$ cat config.mk
export PLATFORM = sky130hd
export DESIGN_NAME = fetch_unit
export DESIGN_NICKNAME = d
export VERILOG_FILES = /design/src/rtl/fetch_unit.sv
export SDC_FILE = /design/constraint.sdc
export NUM_CORES = 1
export LEC_CHECK = 0
export CELL_PAD_IN_SITES_DETAIL_PLACEMENT = 1
export CELL_PAD_IN_SITES_GLOBAL_PLACEMENT = 2
export CORE_MARGIN = 2
export CORE_UTILIZATION = 26
export CTS_CLUSTER_SIZE = 14
export DETAILED_ROUTE_END_ITERATION = 12
export GPL_TIMING_DRIVEN = 0
export PLACE_DENSITY = 0.83
export SETUP_SLACK_MARGIN = 0.5
export SLEW_MARGIN = 15
export SYNTH_ARGS = -nofsm -noshare
export SYNTH_HDL_FRONTEND = slang
export SYNTH_SLANG_ARGS = --single-unit
export TNS_END_PERCENT = 30
$ cat constraint.sdc
create_clock -name clk -period 1.78 [get_ports clk]
set_input_delay 0.267 -clock clk [delete_from_list [all_inputs] [get_ports clk]]
set_output_delay 0.267 -clock clk [all_outputs]
set_load 0.005 [all_outputs]
$ cat src/rtl/fetch_unit.sv
// Instruction fetch unit: PC register plus a four-state memory-request FSM.
// Define FETCH_TIMEOUT_EN to add a REQ-cycle timeout that parks the FSM in ERR.
module fetch_unit #(
  parameter int              ADDR_W   = 16,
  parameter int              DATA_W   = 16,
  parameter logic [ADDR_W-1:0] RESET_PC = '0,
  parameter int              TIMEOUT  = 15
) (
  input  logic              clk,
  input  logic              rst,
  input  logic              fetch_en,
  input  logic              incr_pc,
  input  logic              load_pc,
  input  logic [ADDR_W-1:0] load_addr,
  output logic              mem_req,
  output logic [ADDR_W-1:0] mem_addr,
  input  logic              mem_ack,
  input  logic [DATA_W-1:0] mem_rdata,
  output logic              fetch_ready,
  output logic [DATA_W-1:0] instr,
  output logic [ADDR_W-1:0] pc,
  output logic              fetch_err,
  output logic [3:0]        dbg_state
);

  if (TIMEOUT < 1 || TIMEOUT > 255) begin : g_bad_timeout
    $error("fetch_unit: TIMEOUT must be in 1..255");
  end

  typedef enum logic [1:0] {IDLE, REQ, DONE, ERR} state_t;

  state_t state_q, state_d;
  logic   req_start;
  logic   req_ack;
  logic   to_hit;

  assign req_start = (state_q == IDLE) && fetch_en;
  assign req_ack   = (state_q == REQ) && mem_ack;

`ifdef FETCH_TIMEOUT_EN
  localparam logic [7:0] TO_LIM = 8'(TIMEOUT - 1);
  logic [7:0] to_cnt;

  // Counts consecutive ack-less REQ cycles; the cycle that would make it reach
  // TIMEOUT is the last REQ cycle.
  always_ff @(posedge clk or posedge rst) begin
    if (rst)                             to_cnt <= '0;
    else if (req_start)                  to_cnt <= '0;
    else if (state_q == REQ && !mem_ack) to_cnt <= to_cnt + 8'd1;
    else if (req_ack)                    to_cnt <= '0;
  end

  assign to_hit = (state_q == REQ) && !mem_ack && (to_cnt == TO_LIM);
`else
  assign to_hit = 1'b0;
`endif

  always_ff @(posedge clk or posedge rst) begin
    if (rst) state_q <= IDLE;
    else     state_q <= state_d;
  end

  always_comb begin
    state_d = state_q;
    case (state_q)
      IDLE: if (fetch_en) state_d = REQ;
      REQ: begin
        if (mem_ack)     state_d = DONE;
        else if (to_hit) state_d = ERR;
      end
      DONE: if (!fetch_en) state_d = IDLE;
`ifdef FETCH_TIMEOUT_EN
      ERR: if (load_pc) state_d = IDLE;
`else
      ERR: state_d = IDLE;
`endif
      default: state_d = IDLE;
    endcase
  end

  // load_pc wins over incr_pc; both act in any state.
  always_ff @(posedge clk or posedge rst) begin
    if (rst)          pc <= RESET_PC;
    else if (load_pc) pc <= load_addr;
    else if (incr_pc) pc <= pc + 1'b1;
  end

  // mem_addr is captured only on REQ entry, so PC updates never disturb it.
  always_ff @(posedge clk or posedge rst) begin
    if (rst)            mem_addr <= RESET_PC;
    else if (req_start) mem_addr <= pc;
  end

  always_ff @(posedge clk or posedge rst) begin
    if (rst)          instr <= '0;
    else if (req_ack) instr <= mem_rdata;
  end

  assign mem_req     = (state_q == REQ);
  assign fetch_ready = (state_q == DONE);

`ifdef FETCH_TIMEOUT_EN
  assign fetch_err = (state_q == ERR);
`else
  assign fetch_err = 1'b0;
`endif

  assign dbg_state = {fetch_err, fetch_ready, mem_req, state_q == IDLE};

endmodule

Yosys cells after proc, flatten, opt, wreduce, memory -nomap -nowiden
Cells that the tools add are included.
- mux-type cells: 6
- reduce and logical (&&, ||, !) cells: 5
- add/sub/neg operators: 1
- eq/ne operators: 6
- operators by type and width (cell ; number):
    16-bit 2-to-1 mux ; 2
    16-bit by 1-bit adder with 16-bit output, second input constant ; 1
    2-bit one-hot mux with 4 select lines ; 1
    2-bit 2-to-1 mux ; 3
    2-bit equality test, second input constant ; 2
    2-bit inequality test, second input constant ; 2
    3-bit AND reduction ; 1
    2-bit by 1-bit equality test with 1-bit output, second input constant ; 1
    1-bit logical AND ; 2
    2-bit zero test ; 1
    2-bit by 1-bit inequality test with 1-bit output, second input constant ; 1
    2-bit nonzero test ; 1
- input bits: 38
- logic and storage cells: 22
- register bits: 50

Depth between registers and ports, before layout
- word-level depth: 3
- mapped depth: 5

Worst setup path before layout
Ideal clock, no wire load.
- path type: register -> register
- start: reg state_q[0]
- end: reg mem_addr[2]
- stages on the path, launching flop included: 6
- library setup time: 0.128 ns
- setup slack: 0.271 ns
- arrival: 1.381 ns
- cell sequence: dfrtp_1 -> nor2_1 -> and2_1 -> buf_2 -> buf_2 -> mux2_1
- word-level cells in the longest chain between the ends: 2
- ends and longest elaborated chain (element ; line ; RTL):
    from (decl) ; 32 ; state_t state_q, state_d;
    from (signal assigned) ; 60 ; else state_q <= state_d;
    2-bit zero test ; - ;
    net dbg_state[0] ; 23 ; output logic [3:0] dbg_state
    1-bit logical AND ; 37 ; assign req_start = (state_q == IDLE) && fetch_en;
    to (signal assigned) ; 91 ; else if (req_start) mem_addr <= pc;
    to (decl) ; 16 ; output logic [ADDR_W-1:0] mem_addr,
The timed path passes the listed nets, and every way through them passes these cells.
A chain may end at the register's enable or synchronous reset.

Worst setup path in the final report
- start: reg pc[3]
- end: reg pc[12]
- word-level cells in the longest chain between the ends: 3
- ends and longest elaborated chain (element ; line ; RTL):
    from (decl) ; 21 ; output logic [ADDR_W-1:0] pc,
    from (signal assigned) ; 84 ; else if (load_pc) pc <= load_addr;
    from (signal assigned) ; 85 ; else if (incr_pc) pc <= pc + 1'b1;
    16-bit by 1-bit adder with 16-bit output ; 85 ;
    16-bit 2-to-1 mux ; 85 ;
    16-bit 2-to-1 mux ; 84 ;
No other way between the ends. The select of a mux whose other input is x is not followed.

==> impl_metrics.yaml <==
timing:
  fin_tns_setup_ps: 0
  post-route-period-util: 0.8557
  max_slew.worst_pin.slew_ps: 554.8
  finalCriticalPeriod_ps: 1523
  rsz_0062_raised_after_global_routing: "yes"
  max_transition_margin: 0.6293
  max_clock_freq_mhz: 656.6
  setup_viol: 0
  skew_ps: 11.50
  hold_viol_final: 0
  maxSlewViolCount: 0
clocking:
  maximum_buffer_depth_of_the_clock_tree: 2
  clock_tree_root: "clkbuf_8"
  clkLatencyLatePin_ps: 300
  cts_max_level: 2
  cts_tree: "built"
  clkTransAtPathRegs_ps: 100
  cts-buffers-inserted: 5
  cts.sinks: 50
logic_synthesis:
  synth_top_cell_by_area: "dfrtp_1"
  synth_cells: 177
  yosys_warnings: 0
  synth_async_sr_flop_share: 1.000
  synthDominantCellAreaShare: 0.5640
  synth.lib_cells_used.distinct: 25
  synth_edf_count: 0
  synthesis.area_per_instance_um2: 12.53
  netlist_top_cells_area: "dfrtp_1, mux2_1, xnor2_1, nand2_1, o21ai_1"
  dominantRegCellSynth: "dfrtp_1"
  ys_seq_elements: 50
  post-synth-top-count-cell: "dfrtp_1"
  seq_area_frac_synth: 0.5640
  synth_top_cells_by_count: "dfrtp_1, mux2_1, nand2_1"
  netlist_area_um2: 2218
power:
  power_density_nw_per_um2: 1283
  leakage_power_uw: 0.001876
  ir_drop_mv: 0.3517
  p_int_uw: 3780
  p_sw_frac: 0.2786
  p_sw_uw: 1460
  clockPowerShare: 0.155
  combPwrFrac: 0.497
  part_of_the_total_power_dissipated_in_sequential_elements: 0.348
setup_path:
  timing_worst_setup_path_type: "reg -> reg"
  worst-r2r-cell-count: 5
  worstReg2RegEnd: "pc[12]"
  worst-endpoint-required_ps: 1950
  worst_reg_to_reg_setup_slack_ps: 260
  arrival_ps: 1690
  critical_path.max_fanout: 4
  critical_path.reg2reg.startpoint: "pc[3]"
  critical_path.endpoint_type: "flip-flop"
  critPathLaunchType: "flip-flop"
layout:
  final_net_count: 366
  inserted_diodes: 0
  num-fill-cells: 865
  post_route_cells_drive_above_1_share: 0.3963
  area.growth.synth_to_final_pct: 84.04
  postLayoutCellArea_um2: 4083
hold_path:
  hold-path-cell-count: 3
  min_path_type: "in -> reg"
  hold_path.startpoint: "incr_pc"
  worstHoldEndpoint: "pc[0]"
detailed_routing:
  drc: 0
  dr.first_iter.drc_count: 23
  post_drt_via_cell_ratio: 4.473
  drt-pass1-iter-count: 2
  wl_per_cell_um: 16.55
  postRouteWirelength_mm: 7.167
  antenna_violating_nets_post_route: 0
  total_number_of_vias: 1937
grt:
  grt_start_max_net_pins: 51
  grt_first_pass_wirelength_mm: 10.63
  antenna_found_initial: 0
  first_global_vias: 1967
  all_layer_gr_usage: 0.1511
  grt_overflow: 0
floorplan:
  floorplan.die_area_um2: 9287
  die_height_um: 96.37
  num_io_pins: 93
  area_of_the_core_um2: 8258
  start_util: 0.2686
  fp.dieW_um: 96.37
  placement_rows: 33
placed_design:
  post_dp_cell_area_um2: 3298
  detailed_place_hpwl_mm: 4.109
  place.gp.congestion: 0.6750
  count_of_buffers_from_port_buffering: 88
job:
  max_cap_violations: 0
outcome:
  outcome: "finished clean"
-- stage by stage --
step | cells | worst slack (ps) | hold WS (ps) | total power [uW] | util
floorplan | 178 | 348.5 | 309.3 | 2599 | -
global placement | 371 | 108.0 | 470.0 | 3726 | 0.3994
detailed placement | 371 | 79.51 | 475.1 | 3790 | 0.3994
CTS | 420 | 265.1 | 332.2 | 4896 | 0.4612
global route | 433 | 174.3 | 337.2 | 5585 | 0.4944
finish | 433 | 256.9 | 327.9 | 5239 | 0.4944
-- logic make-up after synthesis --
kind of cell             Yosys count  share of synthesized area
multiplexers                      36                     0.1816
flip-flops                        50                     0.5640
XOR/XNOR                          15                    0.05922
other                              1                   0.001690
AO/OA/AOI/OAI                     15                    0.03497
adder cells (fa/ha/maj)            1                   0.005639
AND/OR/NAND/NOR                   45                     0.1190
buffers and inverters             14                    0.03384
-- power by group through the flow --
stage | logic (uW) | registers, uW | clock network (uW)
3_5_place_dp | 1910 | 1880 | 0
5_1_grt | 2810 | 1890 | 894
4_1_cts | 2240 | 1820 | 840
2_1_floorplan | 729 | 1870 | 0
6_report | 2600 | 1820 | 810
3_3_place_gp | 1870 | 1850 | 0
-- placed cells by master (no fill, tap or decap), types with 2 or more instances in the layout --
cell and count:
clkdlybuf4s15_1 2, inv_1 2, mux2_2 2, clkinv_2 2, clkbuf_16 2, nor4_2 2, conb_1 2, dlymetal6s2s_1 7
buf_12 4, buf_4 39, clkbuf_1 3, nand4_4 2, nor4_4 3, mux2i_1 2, nand2_1 20, xnor2_1 9
dfrtp_2 12, o21ai_1 14, mux2_4 19, mux2_1 13, nand4_1 6, dlygate4sd2_1 6, buf_6 18, clkbuf_8 5
nor2_1 3, nor2_4 2, xor2_1 5, clkdlybuf4s50_1 64, buf_2 6, dfrtp_1 38
-- critical path, cell delays in order, from the launching register on --
cell	delay, ps
dfrtp_2	430
buf_6	120
nand4_1	240
nor4_2	330
xnor2_1	180
o21ai_1	80
-- worst max-delay path by stage --
stage / slack [ps] / cells past startpoint / to / start
finish: 260 / 5 / pc[12] / pc[3]
global placement: 110 / 4 / instr[1] / mem_ack
detailed placement: 80 / 4 / instr[3] / mem_ack
floorplan: 350 / 4 / instr[0] / state_q[0]
global route: 170 / 5 / pc[12] / pc[7]
CTS: 270 / 1 / pc[15] / pc[15]
-- per-layer routing --
layer,global-route usage,vias to the layer above,part of all wire
met3,0.03336,10,0.053
met5,0,-,0
met2,0.2708,64,0.53
li1,-,903,-
met1,0.1820,960,0.39
met4,0.04225,0,0.021
-- cell type report --
cell class / instances / area, um2 / share of cell area
buffer: 11 / 102.6 / 0.02513
clock inverter: 3 / 40.04 / 0.009807
sequential: 50 / 1266 / 0.3101
tap: 105 / 131.4 / 0.03218
inverter: 3 / 15.01 / 0.003678
multi-input combinational: 114 / 1074 / 0.2629
timing repair buffer: 142 / 1385 / 0.3393
clock buffer: 5 / 68.82 / 0.01686
-- what timing repair did --
| item | CTS | global route |
|---|---|---|
| gates cloned | 0 | 2 |
| endpoints found under the setup margin | 97 | 99 |
| setup buffers | 41 | 10 |
| resized for setup | 79 | 33 |
| pin swaps | 9 | 10 |
| hold buffers | 0 | 0 |
-- registers in the layout, summed over array words and instances (netlist names) --
name,flops
instr,16
mem_addr,16
pc,16
state_q,2
(Power assumes the default switching activity.)
